--- src/rtl/f_t_encode_stage.sv ---
// Registered lowest-set-bit encoder with valid/ready handshake and 2-entry skid buffer.
// Define F_T_ONEHOT_CHECK_EN to flag multi-hot inputs and count them in err_cnt.
module f_t_encode_stage #(
    parameter int unsigned N = 4,
    parameter int unsigned W = 2
) (
    input  logic         clk,
    input  logic         rst,
    input  logic         in_valid,
    output logic         in_ready,
    input  logic [N-1:0] in_e,
    output logic         out_valid,
    input  logic         out_ready,
    output logic [W-1:0] out_c,
    output logic         out_none,
    output logic         out_multi,
    output logic [7:0]   err_cnt
);

    localparam int unsigned CNT_W = 8;

    typedef struct packed {
        logic [W-1:0] c;
        logic         none;
        logic         multi;
    } res_t;

    res_t             enc;
    res_t             m_q, m_d;
    res_t             s_q, s_d;
    logic             mv_q, mv_d;
    logic             sv_q, sv_d;
    logic             rdy_q;
    logic [CNT_W-1:0] err_q, err_d;
    logic [N-1:0]     e_g;
    logic             found;
    logic             bad;
    logic             acc;
    logic             drn;

    assign acc = in_valid & rdy_q;
    assign drn = mv_q & out_ready;

    // Gate the input with acc so an unaccepted (possibly X) vector never reaches state.
    always_comb begin
        e_g   = acc ? in_e : '0;
        enc   = '0;
        found = 1'b0;
        for (int i = 0; i < N; i++) begin
            if (e_g[i] && !found) begin
                enc.c = W'(i);
                found = 1'b1;
            end
        end
        enc.none = ~|e_g;
`ifdef F_T_ONEHOT_CHECK_EN
        enc.multi = |(e_g & (e_g - N'(1)));
        bad       = enc.none | enc.multi;
`else
        enc.multi = 1'b0;
        bad       = enc.none;
`endif
    end

    // Main/skid occupancy transitions; S always drains into M before new data.
    always_comb begin
        m_d   = m_q;
        s_d   = s_q;
        mv_d  = mv_q;
        sv_d  = sv_q;
        err_d = err_q;
        if (!mv_q) begin
            if (acc) begin
                m_d  = enc;
                mv_d = 1'b1;
            end
        end else if (drn && !sv_q) begin
            if (acc) begin
                m_d = enc;
            end else begin
                mv_d = 1'b0;
            end
        end else if (drn && sv_q) begin
            m_d  = s_q;
            sv_d = 1'b0;
        end else if (!sv_q) begin
            if (acc) begin
                s_d  = enc;
                sv_d = 1'b1;
            end
        end
        if (acc && bad && (err_q != {CNT_W{1'b1}})) begin
            err_d = err_q + CNT_W'(1);
        end
    end

    always_ff @(posedge clk) begin
        if (rst) begin
            m_q   <= '0;
            s_q   <= '0;
            mv_q  <= 1'b0;
            sv_q  <= 1'b0;
            rdy_q <= 1'b1;
            err_q <= '0;
        end else begin
            m_q   <= m_d;
            s_q   <= s_d;
            mv_q  <= mv_d;
            sv_q  <= sv_d;
            rdy_q <= ~sv_d;
            err_q <= err_d;
        end
    end

    assign in_ready  = rdy_q;
    assign out_valid = mv_q;
    assign out_c     = m_q.c;
    assign out_none  = m_q.none;
    assign out_multi = m_q.multi;
    assign err_cnt   = err_q;

endmodule

--- config.mk ---
export PLATFORM = sky130hd
export DESIGN_NAME = f_t_encode_stage
export DESIGN_NICKNAME = d
export VERILOG_FILES = /design/src/rtl/f_t_encode_stage.sv
export SDC_FILE = /design/constraint.sdc
export NUM_CORES = 1
export LEC_CHECK = 0
export BUFFER_PORTS_ARGS = -buffer_cell sky130_fd_sc_hd__buf_2
export CAP_MARGIN = 10
export CORE_MARGIN = 8
export CORE_UTILIZATION = 49
export CTS_BUF_LIST = sky130_fd_sc_hd__clkbuf_16
export DETAILED_ROUTE_END_ITERATION = 16
export GPL_TIMING_DRIVEN = 0
export PLACE_DENSITY_LB_ADDON = 0.08
export SETUP_SLACK_MARGIN = 0.02
export SYNTH_ARGS = -nofsm -noshare
export SYNTH_HDL_FRONTEND = slang
export SYNTH_SLANG_ARGS = --single-unit
--- constraint.sdc ---
create_clock -name clk -period 2.6 [get_ports clk]
set_input_delay 0.52 -clock clk [delete_from_list [all_inputs] [get_ports clk]]
set_output_delay 0.52 -clock clk [all_outputs]
set_load 0.01 [all_outputs]
# Word level (Yosys, flattened, before mapping)
# Index checks and enable logic that the tools add are counted.
[op_classes]
n_addsub = 1
mul = 0
n_div = 0
magnitude_cmp = 0
eq_ne = 2
n_shift = 0
mux = 18
bitwise_logic = 6
n_reduce_logical = 14
[ops]
columns = ["operator", "n"]
rows = [
  ["$mux 4", 5],
  ["$mux 1", 11],
  ["$add 8x1->8 const B", 1],
  ["$ne 8x8->1 const B", 1],
  ["$logic_and 1x1->1", 7],
  ["$logic_not 1->1", 5],
  ["$reduce_and 5->1", 1],
  ["$mux 2", 2],
  ["$not 1->1", 4],
  ["$reduce_or 4->1", 1],
  ["$ne 3x1->1 const B", 1],
  ["$and 1x1->1", 2],
]
[word_totals]
regBits = 18
latch_bits = 0
mem_bits_rw = 0
romBits = 0
input_bits = 8
output_inout_bits = 14
word_cells = 50
mem_count = 0

# Logic depth before layout (Yosys ltp)
# Gate-level depths: netlist of the first run.
[depth]
word_depth = 15
mapped_depth = 5
mapped_depth_nobuf = 5

# Worst setup path before layout of the first run
# No wires, ideal clock.
[synth_timing]
kind = "in2reg"
startpoint = "in in_e[3]"
endpoint = "reg err_q[5] (netlist: err_cnt[5])"
setup_time_ns = 0.071
arrival_ns = 1.996
required_ns = 2.529
slack_ns = 0.534
path_stages = 4
path_buffers = 0
path_cell_list = "or4_4 -> a211o_4 -> or4_1 -> a21oi_1"
[synth_between]
elab_chain_len = 5
[synth_rtl]
columns = ["item", "line", "source"]
rows = [
  ["from (decl)", "11", "input logic [N-1:0] in_e,"],
  ["$mux 4", "46", "e_g = acc ? in_e : '0;"],
  ["$reduce_or 4->1", "55", "enc.none = ~|e_g;"],
  ["$logic_not 1->1", "55", ""],
  ["$logic_and 1x1->1 (2 in series)", "92", "if (acc && bad && (err_q != {CNT_W{1'b1}})) begin"],
  ["to (signal assigned)", "111", "err_q <= err_d;"],
  ["to (decl)", "34", "logic [CNT_W-1:0] err_q, err_d;"],
]
# No other way between the ends.
# A chain may end at the register's enable or synchronous reset.

# Final worst setup path of the first run
# Ends and elaborated chain as after synthesis.

==> impl_metrics.tcl, run 1 <==
set metrics [dict create \
    tritoncts.num_buffers 3 \
    finalCriticalPeriod_ns 2.00 \
    power_frac_seq 0.447 \
    slew_violations 0 \
    gr-usage-met2 0.193 \
    period_share 0.769 \
    coreArea_um2 1520 \
    fmax_ghz 0.500 \
    p_int_w 0.000506 \
    critical_path_peak_fanout 6 \
    clock-root-buffer "clkbuf_16" \
    total_switching_power_w 0.000138 \
    worst_slew_pin_tran_ns 0.857 \
    die_w_um 56.7 \
    critical-path-top-delay-family "simple AND/OR/NAND/NOR gates" \
    cellPowerDensity_nw_per_um2 638 \
    outcome "finished, final reports clean" \
    ys_async_sr_fraction 0 \
    post_synth_mux_area_share 0.0370 \
    drt_first_iter_violations 20 \
    floorplan.initialDensity 0.532 \
    layout.filler_cells 130 \
    use_met3 0.0494 \
    synthXorXnorAreaFrac 0.0108 \
    rsz0062_at_grt "no" \
    finish.net_count 122 \
    finalHoldViolCount 0 \
    detail_route.wirelength_um 1990 \
    number_of_endpoints_failing_setup_at_the_final_stage 0 \
    seq_area_frac_synth 0.444 \
    gr-max-usage-layer "met2" \
    finalNonFillerCells 128 \
    synth_simple_gate_area_frac 0.231 \
    timing.hold.ws_ns 0.473 \
    port-buffer-count 20 \
    worst-path-buf-inv 1 \
    layout.cell_area.non_filler_um2 1010 \
    cts_tree "built" \
    power.leakage_nw 0.425 \
    power_switching_share 0.215 \
    max_stage_delay_ns 0.57 \
    cts_hold_buf 0 \
    drtAntennaViolNets 0 \
    floorplan.die_area_um2 3210 \
    via_count_of_the_first_global_routing_pass 778 \
    groute.layer.met1.usage 0.153 \
    area_delta_synth_final_pct 24.5 \
    gate_count_post_synth 88 \
    synth_top_family_by_area "simple AND/OR/NAND/NOR gates" \
    gp_congestion 0.822 \
    ir_drop_uv 476 \
    timing.hold.worst.class "flop to flop" \
    crit_path_cell_trace "buf_2 > or4_4 > a211o_4 > or4_1 > a21oi_1" \
    routed_wl_per_cell_um 15.5 \
    critical_path_class "input pin to flop" \
    clock_sink_count 18 \
    post_detail_place_hpwl_um 1370 \
    mappedNetlistArea_um2 811 \
    io_pins 22 \
    postSynthRegisterBits 18 \
    ys_warn_count 0 \
    synth-adder-area-share 0.0154 \
    most_common_cell_after_layout_fill_and_taps_aside "buf_2" \
    grt_max_degree 11 \
    clock_insertion_delay_worst_skew_ns 0.25 \
    worst_setup_path_end_kind "flop" \
    post_dp_cell_area_um2 931 \
    grt_overflow_total 0 \
    clkSlewWorstSetupHoldPaths_ns 0.05 \
    post_cts_resized 0 \
    die_height_um 56.7 \
    timing.max_slew.rel_slack 0.420 \
    routed-via-count 789 \
    fin_total_pwr_w 0.000644 \
    fraction_of_the_mapped_netlist_area_in_compound_gates 0.228 \
    power_frac_clock 0.479 \
    worst-endpoint-required_ns 2.78 \
    final_layout_size_suffix_gt1_frac 0.223 \
    grt_antenna_before_repair 0 \
    cts.htree.levels 1 \
    detail_route.vias_per_cell 6.16 \
    drc_errors_left 0 \
    crit_path_start_kind "input pin" \
    final.setup_skew_ns 0.00161 \
    avgSynthCellArea_um2 9.21 \
    n_antenna_cell 0 \
    detail_route.first_pass.iterations 4 \
    arrival_time_of_the_worst_setup_path_ns 2.18 \
    synth_nets 97 \
    layout.cells.most_common_list "buf_2, dfxtp_1, nor2_1, a21oi_1" \
    max_clock_buf_depth 2 \
    placedCellCount 124 \
    track_usage 0.125 \
    grt_first_pass_wirelength_um 3380 \
    synth_enable_flop_cells 0 \
    cpMaxStageDelayCell "or4_4" \
    drv_cap 0 \
    setup-tns-final_ns 0 \
    post-cts-setup-buffers 0 \
    synth_cell_types 36 \
    synth_ff_type "dfxtp_1" \
    rows 14 \
    p_comb_frac 0.075 \
]
## synth_stat cells, types with 2 or more instances
cell type	instances	share of area
nand2_1	2	0.0093
o21ai_0	3	0.019
clkbuf_1	2	0.0093
inv_1	4	0.019
mux2i_1	3	0.037
dfxtp_1	18	0.44
a311oi_1	4	0.043
a22oi_1	2	0.019
nand4_1	3	0.023
and3_1	2	0.015
nor4_1	2	0.015
nor2_1	9	0.042
a21oi_1	9	0.056
nand3_1	3	0.019
## routing by layer
layer	up-vias	share of wire
met4	0	0.015
li1	389	-
met2	31	0.41
met5	-	0
met3	5	0.080
met1	364	0.49
## worst min-delay path, stage by stage, from the launching register on
cell,delay [ns]
dfxtp_1,0.31
nand4_1,0.06
a21oi_1,0.06
## final cells by class
class                   count  area [µm²]  share of cell area
plain buffers               3        11.3              0.0112
clock buffers               3        75.1              0.0743
clock inverters             1        3.75             0.00372
inverters                   4        15.0              0.0149
multi-input cells          63         424               0.420
flip-flops and latches     18         360               0.357
well taps                  16        20.0              0.0198
repair buffers             20         100              0.0991
## state kept, by name, indices dropped and copies added, names as in the netlist
signal,flops
in_ready,1
out_multi,1
s_q,3
out_valid,1
err_cnt,8
out_c,2
out_none,1
sv_q,1
## power groups by stage
stage	Sequential (W)	Clock, W	Combinational [W]
after floorplan	0.000295	0	0.0000269
after global placement	0.000293	0	0.0000471
after detailed placement	0.000293	0	0.0000475
after CTS	0.000287	0.000313	0.0000479
after global routing	0.000288	0.000327	0.0000536
final	0.000288	0.000308	0.0000481
## logic make-up (layout without fill, tap and decap cells)
kind of cell / after synthesis / in the layout
multiplexers: 3 / 3
buffers and inverters: 7 / 31
XOR/XNOR: 1 / 1
AO/OA/AOI/OAI: 26 / 26
AND/OR/NAND/NOR: 32 / 32
adder cells (fa/ha/maj): 1 / 1
flip-flops: 18 / 18
## worst paths after layout
path                                               from                       to  slack (ns)  cells past startpoint
worst max-delay path                            in_e[3]  err_cnt[5]$_SDFFE_PP0P_        0.60                      5
worst min-delay path                s_q[3]$_SDFFE_PP0P_    out_c[1]$_SDFFE_PP0P_        0.47                      2
worst max register to register  err_cnt[0]$_SDFFE_PP0P_  err_cnt[5]$_SDFFE_PP0P_        0.67                      5
worst min register to register      s_q[3]$_SDFFE_PP0P_    out_c[1]$_SDFFE_PP0P_        0.47                      2
## metrics by stage
stage | setup WS [ns] | utilization
after CTS | 0.599 | 0.663
after global placement | 0.359 | 0.611
after detailed placement | 0.357 | 0.611
after global routing | 0.546 | 0.663
after floorplan | 0.534 | -
final | 0.600 | 0.663
No activity file was read; power rests on OpenSTA's default activity.
==> inputs of run 2 (changes only) <==
- ABC_AREA: default -> 1
- CORE_UTILIZATION: 49 -> 51
- clock period: 2.6 -> 1.95 ns (I/O delays scaled with it)
==> impl_metrics.tcl, run 2 <==
set metrics [dict create \
    synth.top_cells.by_area "dfxtp_1, nand2_1, inv_1" \
    power.leakage_nw 0.590 \
    grt_overflow_total 0 \
    setup_slack_ns 0.553 \
    detail_route.first_pass.iterations 4 \
    die_height_um 59.4 \
    track_usage 0.139 \
    rows 15 \
    worst_slew_pin_tran_ns 0.459 \
    coreArea_um2 1750 \
    area_delta_synth_final_pct 22.1 \
    clkSlewWorstSetupHoldPaths_ns 0.05 \
    most_common_cell_after_layout_fill_and_taps_aside "nand2_1" \
    outcome "finished, final reports clean" \
    detail_route.vias_per_cell 4.99 \
    number_of_flip_flops_under_the_largest_register_name 8 \
    placedCellCount 185 \
    final_layout_size_suffix_gt1_frac 0.196 \
    p_int_w 0.000683 \
    critical_path_peak_fanout 8 \
    routed-via-count 938 \
    critical_path_class "flop to flop" \
    port-buffer-count 21 \
    avgSynthCellArea_um2 6.90 \
    setup-tns-final_ns 0 \
    worst_setup_path_end_kind "flop" \
    via_count_of_the_first_global_routing_pass 908 \
    arrival_time_of_the_worst_setup_path_ns 1.54 \
    die_w_um 59.4 \
    synth_most_common_cell "nand2_1" \
    synth_enable_flop_cells 0 \
    postSynthRegisterBits 18 \
    final.setup_skew_ns 0.00441 \
    netlist.top_cell.by_area "dfxtp_1" \
    io_pins 22 \
    rsz0062_at_grt "no" \
    grt_first_pass_wirelength_um 3860 \
    fmax_ghz 0.716 \
    drv_cap 0 \
    timing.max_slew.rel_slack 0.694 \
    post_detail_place_hpwl_um 1640 \
    period_share 0.717 \
    grt_antenna_before_repair 0 \
    routed_wl_per_cell_um 11.7 \
    finalNonFillerCells 188 \
    total_switching_power_w 0.000196 \
    cts_tree "built" \
    finalHoldViolCount 0 \
    cts.htree.levels 1 \
    layout.cells.most_common_list "nand2_1, buf_2, inv_1" \
    number_of_endpoints_failing_setup_at_the_final_stage 0 \
    power_frac_seq 0.446 \
    power_frac_clock 0.453 \
    gp_congestion 0.810 \
    pre_cts_ws_ns 0.546 \
    post-cts-setup-buffers 0 \
    max_clock_buf_depth 2 \
    floorplan.die_area_um2 3520 \
    p_comb_frac 0.101 \
    synth_ff_type "dfxtp_1" \
    ys_warn_count 0 \
    detail_route.wirelength_um 2200 \
    synth_cell_types 23 \
    ys_async_sr_fraction 0 \
    clock_sink_count 18 \
    n_antenna_cell 0 \
    cellPowerDensity_nw_per_um2 751 \
    gate_count_post_synth 139 \
    clock_insertion_delay_worst_skew_ns 0.25 \
    seq_area_frac_synth 0.376 \
    synth_top_cell_area_share 0.376 \
    worst-endpoint-required_ns 2.09 \
    drt_first_iter_violations 32 \
    drc_errors_left 0 \
    crit_path_start_kind "flop" \
    synth.cells.most_frequent "nand2_1, inv_1, dfxtp_1" \
    synth_nets 148 \
    tritoncts.num_buffers 3 \
    mappedNetlistArea_um2 958 \
    post_cts_resized 0 \
    post_dp_cell_area_um2 1090 \
    slew_violations 0 \
    clock-root-buffer "clkbuf_16" \
    ir_drop_uv 504 \
    power_switching_share 0.223 \
    drtAntennaViolNets 0 \
    finalCriticalPeriod_ns 1.40 \
    cts_hold_buf 0 \
    finish.net_count 174 \
    layout.cell_area.non_filler_um2 1170 \
    floorplan.initialDensity 0.549 \
    timing.hold.worst.class "flop to flop" \
    grt_max_degree 11 \
]
## run 2: changes by cell type in the layout (fill, tap and decap cells not counted), moves of 3 or more
cell	previous run	this run
o21ai_0	3	12
a311oi_1	4	0
nand3_1	3	8
mux2i_1	3	0
nand2_1	2	37
inv_1	4	19
a21oi_1	9	14
## run 2: kinds of logic after synthesis
group           count (synthesis)  synth area share
compound gates                 29             0.153
xor+xnor                        3            0.0274
fa+ha+maj                       1            0.0131
buf+inv                        21            0.0835
flops                          18             0.376
simple gates                   67             0.347
## run 2: worst paths after layout
check,start,endpoint,slack [ns],depth (start not counted)
max reg2reg,err_cnt[0]$_SDFFE_PP0P_,err_cnt[0]$_SDFFE_PP0P_,0.55,6
min reg2reg,out_multi$_SDFFE_PP0P_,out_multi$_SDFFE_PP0P_,0.44,2
max,err_cnt[0]$_SDFFE_PP0P_,err_cnt[0]$_SDFFE_PP0P_,0.55,6
min,out_multi$_SDFFE_PP0P_,out_multi$_SDFFE_PP0P_,0.44,2
## run 2: worst max-delay path: stages, from the launching register on
cell,delay [ns]
dfxtp_1,0.39
ha_1,0.26
nand3_2,0.17
nor2_8,0.21
nor2_4,0.09
o21ai_1,0.12
nor2_1,0.05
## run 2: per-layer routing
layer  GRT usage  wire, µm
met5           0         0
met4      0.0717        41
met3      0.0347       115
met2       0.213       966
met1       0.173      1070
## run 2: power by group through the flow
stage          Combinational (W)  Clock (W)  Sequential, W
2_1_floorplan          0.0000528          0       0.000402
3_3_place_gp           0.0000854          0       0.000398
3_5_place_dp           0.0000883          0       0.000399
6_report               0.0000884   0.000398       0.000392
4_1_cts                0.0000890   0.000413       0.000391
5_1_grt                 0.000103   0.000418       0.000393
## run 2: layout make-up
class,instances,area (µm²)
Tap cell,25,31.3
Fill cell,172,576
Sequential cell,18,360
Multi-Input combinational cell,100,518
Clock buffer,3,75.1
Timing Repair Buffer,21,105
Inverter,20,76.3
Buffer,1,3.75
## run 2: stage by stage
step                      hold WS, ns  power (W)   util
after detailed placement        0.430   0.000487  0.627
after floorplan                 0.461   0.000455      -
after global placement          0.423   0.000484  0.627
after global routing            0.462   0.000914  0.670
after CTS                       0.439   0.000893  0.670
final                           0.439   0.000878  0.670
==> inputs of run 3 (changes only) <==
- ABC_AREA: 1 -> 0
- CORE_UTILIZATION: 51 -> 44
- clock period: 1.95 -> 1.25 ns (I/O delays scaled with it)
==> impl_metrics.tcl, run 3 (synthesis gave the netlist of run 1 again) <==
set metrics [dict create \
    outcome "complete, but fails checks" \
    failed_checks "setup timing" \
    max_clock_buf_depth 2 \
    cpMaxStageDelayCell "or4_1" \
    floorplan.die_area_um2 3470 \
    rsz0062_at_grt "yes" \
    grt_first_pass_wirelength_um 3820 \
    period_share 1.35 \
    number_of_flip_flops_under_the_largest_register_name 8 \
    final_layout_size_suffix_gt1_frac 0.507 \
    hold_path_startpoint "in_valid" \
    crit_path_cell_trace "ha_4 > and3_4 > a211o_4 > or4_1 > a21oi_1" \
    power_frac_seq 0.417 \
    clkSlewWorstSetupHoldPaths_ns 0.05 \
    cellPowerDensity_nw_per_um2 1030 \
    startpoint "err_cnt[0]$_SDFFE_PP0P_" \
    detail_route.wirelength_um 2880 \
    worst_slew_pin_tran_ns 0.511 \
    slew_violations 0 \
    fmax_ghz 0.594 \
    storage_cell_area_um2 369 \
    io_pins 22 \
    number_of_endpoints_failing_setup_at_the_final_stage 13 \
    crit_path_start_kind "flop" \
    grt_max_degree 11 \
    gp_congestion 0.712 \
    clock-root-buffer "clkbuf_16" \
    floorplan.initialDensity 0.470 \
    worst-endpoint-required_ns 1.43 \
    routed-via-count 929 \
    pre_cts_ws_ns -0.656 \
    postLayoutCoreUtil 0.807 \
    power_switching_share 0.232 \
    die_w_um 58.9 \
    most_common_cell_after_layout_fill_and_taps_aside "buf_2" \
    cts.htree.levels 1 \
    timing.hold.worst.class "input pin to flop" \
    via_count_of_the_first_global_routing_pass 818 \
    finish.net_count 146 \
    drtAntennaViolNets 0 \
    coreArea_um2 1730 \
    post_detail_place_hpwl_um 1440 \
    multiInputGateArea_um2 552 \
    finalHoldViolCount 0 \
    port-buffer-count 20 \
    critical_path_class "flop to flop" \
    max_stage_delay_ns 0.48 \
    setup_slack_ns -0.433 \
    cts_tree "built" \
    finalNonFillerCells 161 \
    clock_insertion_delay_worst_skew_ns 0.25 \
    drc_errors_left 0 \
    ir_drop_uv 948 \
    total_switching_power_w 0.000333 \
    critical_path_peak_fanout 3 \
    p_comb_frac 0.134 \
    layout.cells.most_common_list "buf_2, buf_4, dfxtp_1" \
    final.setup_skew_ns 0.00267 \
    track_usage 0.142 \
    arrival_time_of_the_worst_setup_path_ns 1.86 \
    n_antenna_cell 0 \
    timing.max_slew.rel_slack 0.659 \
    power.leakage_nw 0.583 \
    die_height_um 58.9 \
    p_int_w 0.00110 \
    r2r_start "err_cnt[0]$_SDFFE_PP0P_" \
    tritoncts.num_buffers 3 \
    detail_route.vias_per_cell 5.77 \
    clock_sink_count 18 \
    finalCriticalPeriod_ns 1.68 \
    grt_antenna_before_repair 0 \
    rows 15 \
    placedCellCount 133 \
    detail_route.first_pass.iterations 4 \
    cts_hold_buf 0 \
    routed_wl_per_cell_um 17.9 \
    drv_cap 0 \
    layout.filler_cells 114 \
    grt_overflow_total 0 \
    drt_first_iter_violations 17 \
    power_frac_clock 0.449 \
    worst_setup_path_end_kind "flop" \
    setup-tns-final_ns -3.03 \
    area_delta_synth_final_pct 71.9 \
]
-- run 3: cell count changes in the layout (fill, tap and decap cells not counted), moves of 3 or more --
cell,before,now
inv_1,19,4
dfxtp_1,18,15
buf_2,21,18
o21ai_0,12,2
a21oi_1,14,7
mux2i_1,0,3
nand3_1,8,3
buf_6,0,9
buf_4,0,16
nand2_1,37,1
a311oi_1,0,3
-- run 3: worst max-delay path: cells and delay by family, from the launching register on --
| family | cells | cell delay (ns) |
|---|---|---|
| compound gates | 2 | 0.46 |
| simple gates | 2 | 0.66 |
| flops | 1 | 0.35 |
| fa+ha+maj | 1 | 0.15 |
-- run 3: what timing repair did --
item,CTS,global route
pin swaps,12,11
setup buffers,14,11
cloned,0,0
setup endpoints to repair,13,15
gates resized for setup,21,13
-- run 3: per-stage QoR --
step | power, W | instance area [µm²] | hold slack, ns
after floorplan | 0.000678 | 845 | 0.393
after global placement | 0.000718 | 976 | 0.459
after detailed placement | 0.000720 | 976 | 0.465
after CTS | 0.00139 | 1250 | 0.306
after global routing | 0.00148 | 1390 | 0.319
final | 0.00144 | 1390 | 0.315
-- run 3: final cells by class --
cell class                      count  share of cell area
Multi-Input combinational cell     63               0.396
Sequential cell                    18               0.265
Timing Repair Buffer               44               0.234
Clock buffer                        3              0.0539
Tap cell                           25              0.0224
Buffer                              3              0.0153
Inverter                            4              0.0108
Clock inverter                      1             0.00269
-- run 3: routing by layer --
metal,GRT usage,part of all wire
met1,0.169,0.42
met2,0.226,0.50
met3,0.0609,0.067
met4,0.0375,0.016
met5,0,0
-- run 3: path summary, 6_finish.rpt --
kind / endpoint / slack (ns) / depth (start not counted)
max: err_cnt[5]$_SDFFE_PP0P_ / -0.43 / 5
min: out_valid$_SDFF_PP0_ / 0.31 / 3
max reg2reg: err_cnt[5]$_SDFFE_PP0P_ / -0.43 / 5
min reg2reg: out_none$_SDFFE_PP0P_ / 0.48 / 2
-- run 3: power groups by stage --
stage / sequential, W / clock (W) / combinational [W]
2_1_floorplan: 0.000616 / 0 / 0.0000620
3_3_place_gp: 0.000612 / 0 / 0.000106
3_5_place_dp: 0.000612 / 0 / 0.000108
4_1_cts: 0.000596 / 0.000647 / 0.000148
5_1_grt: 0.000599 / 0.000678 / 0.000202
6_report: 0.000598 / 0.000645 / 0.000193
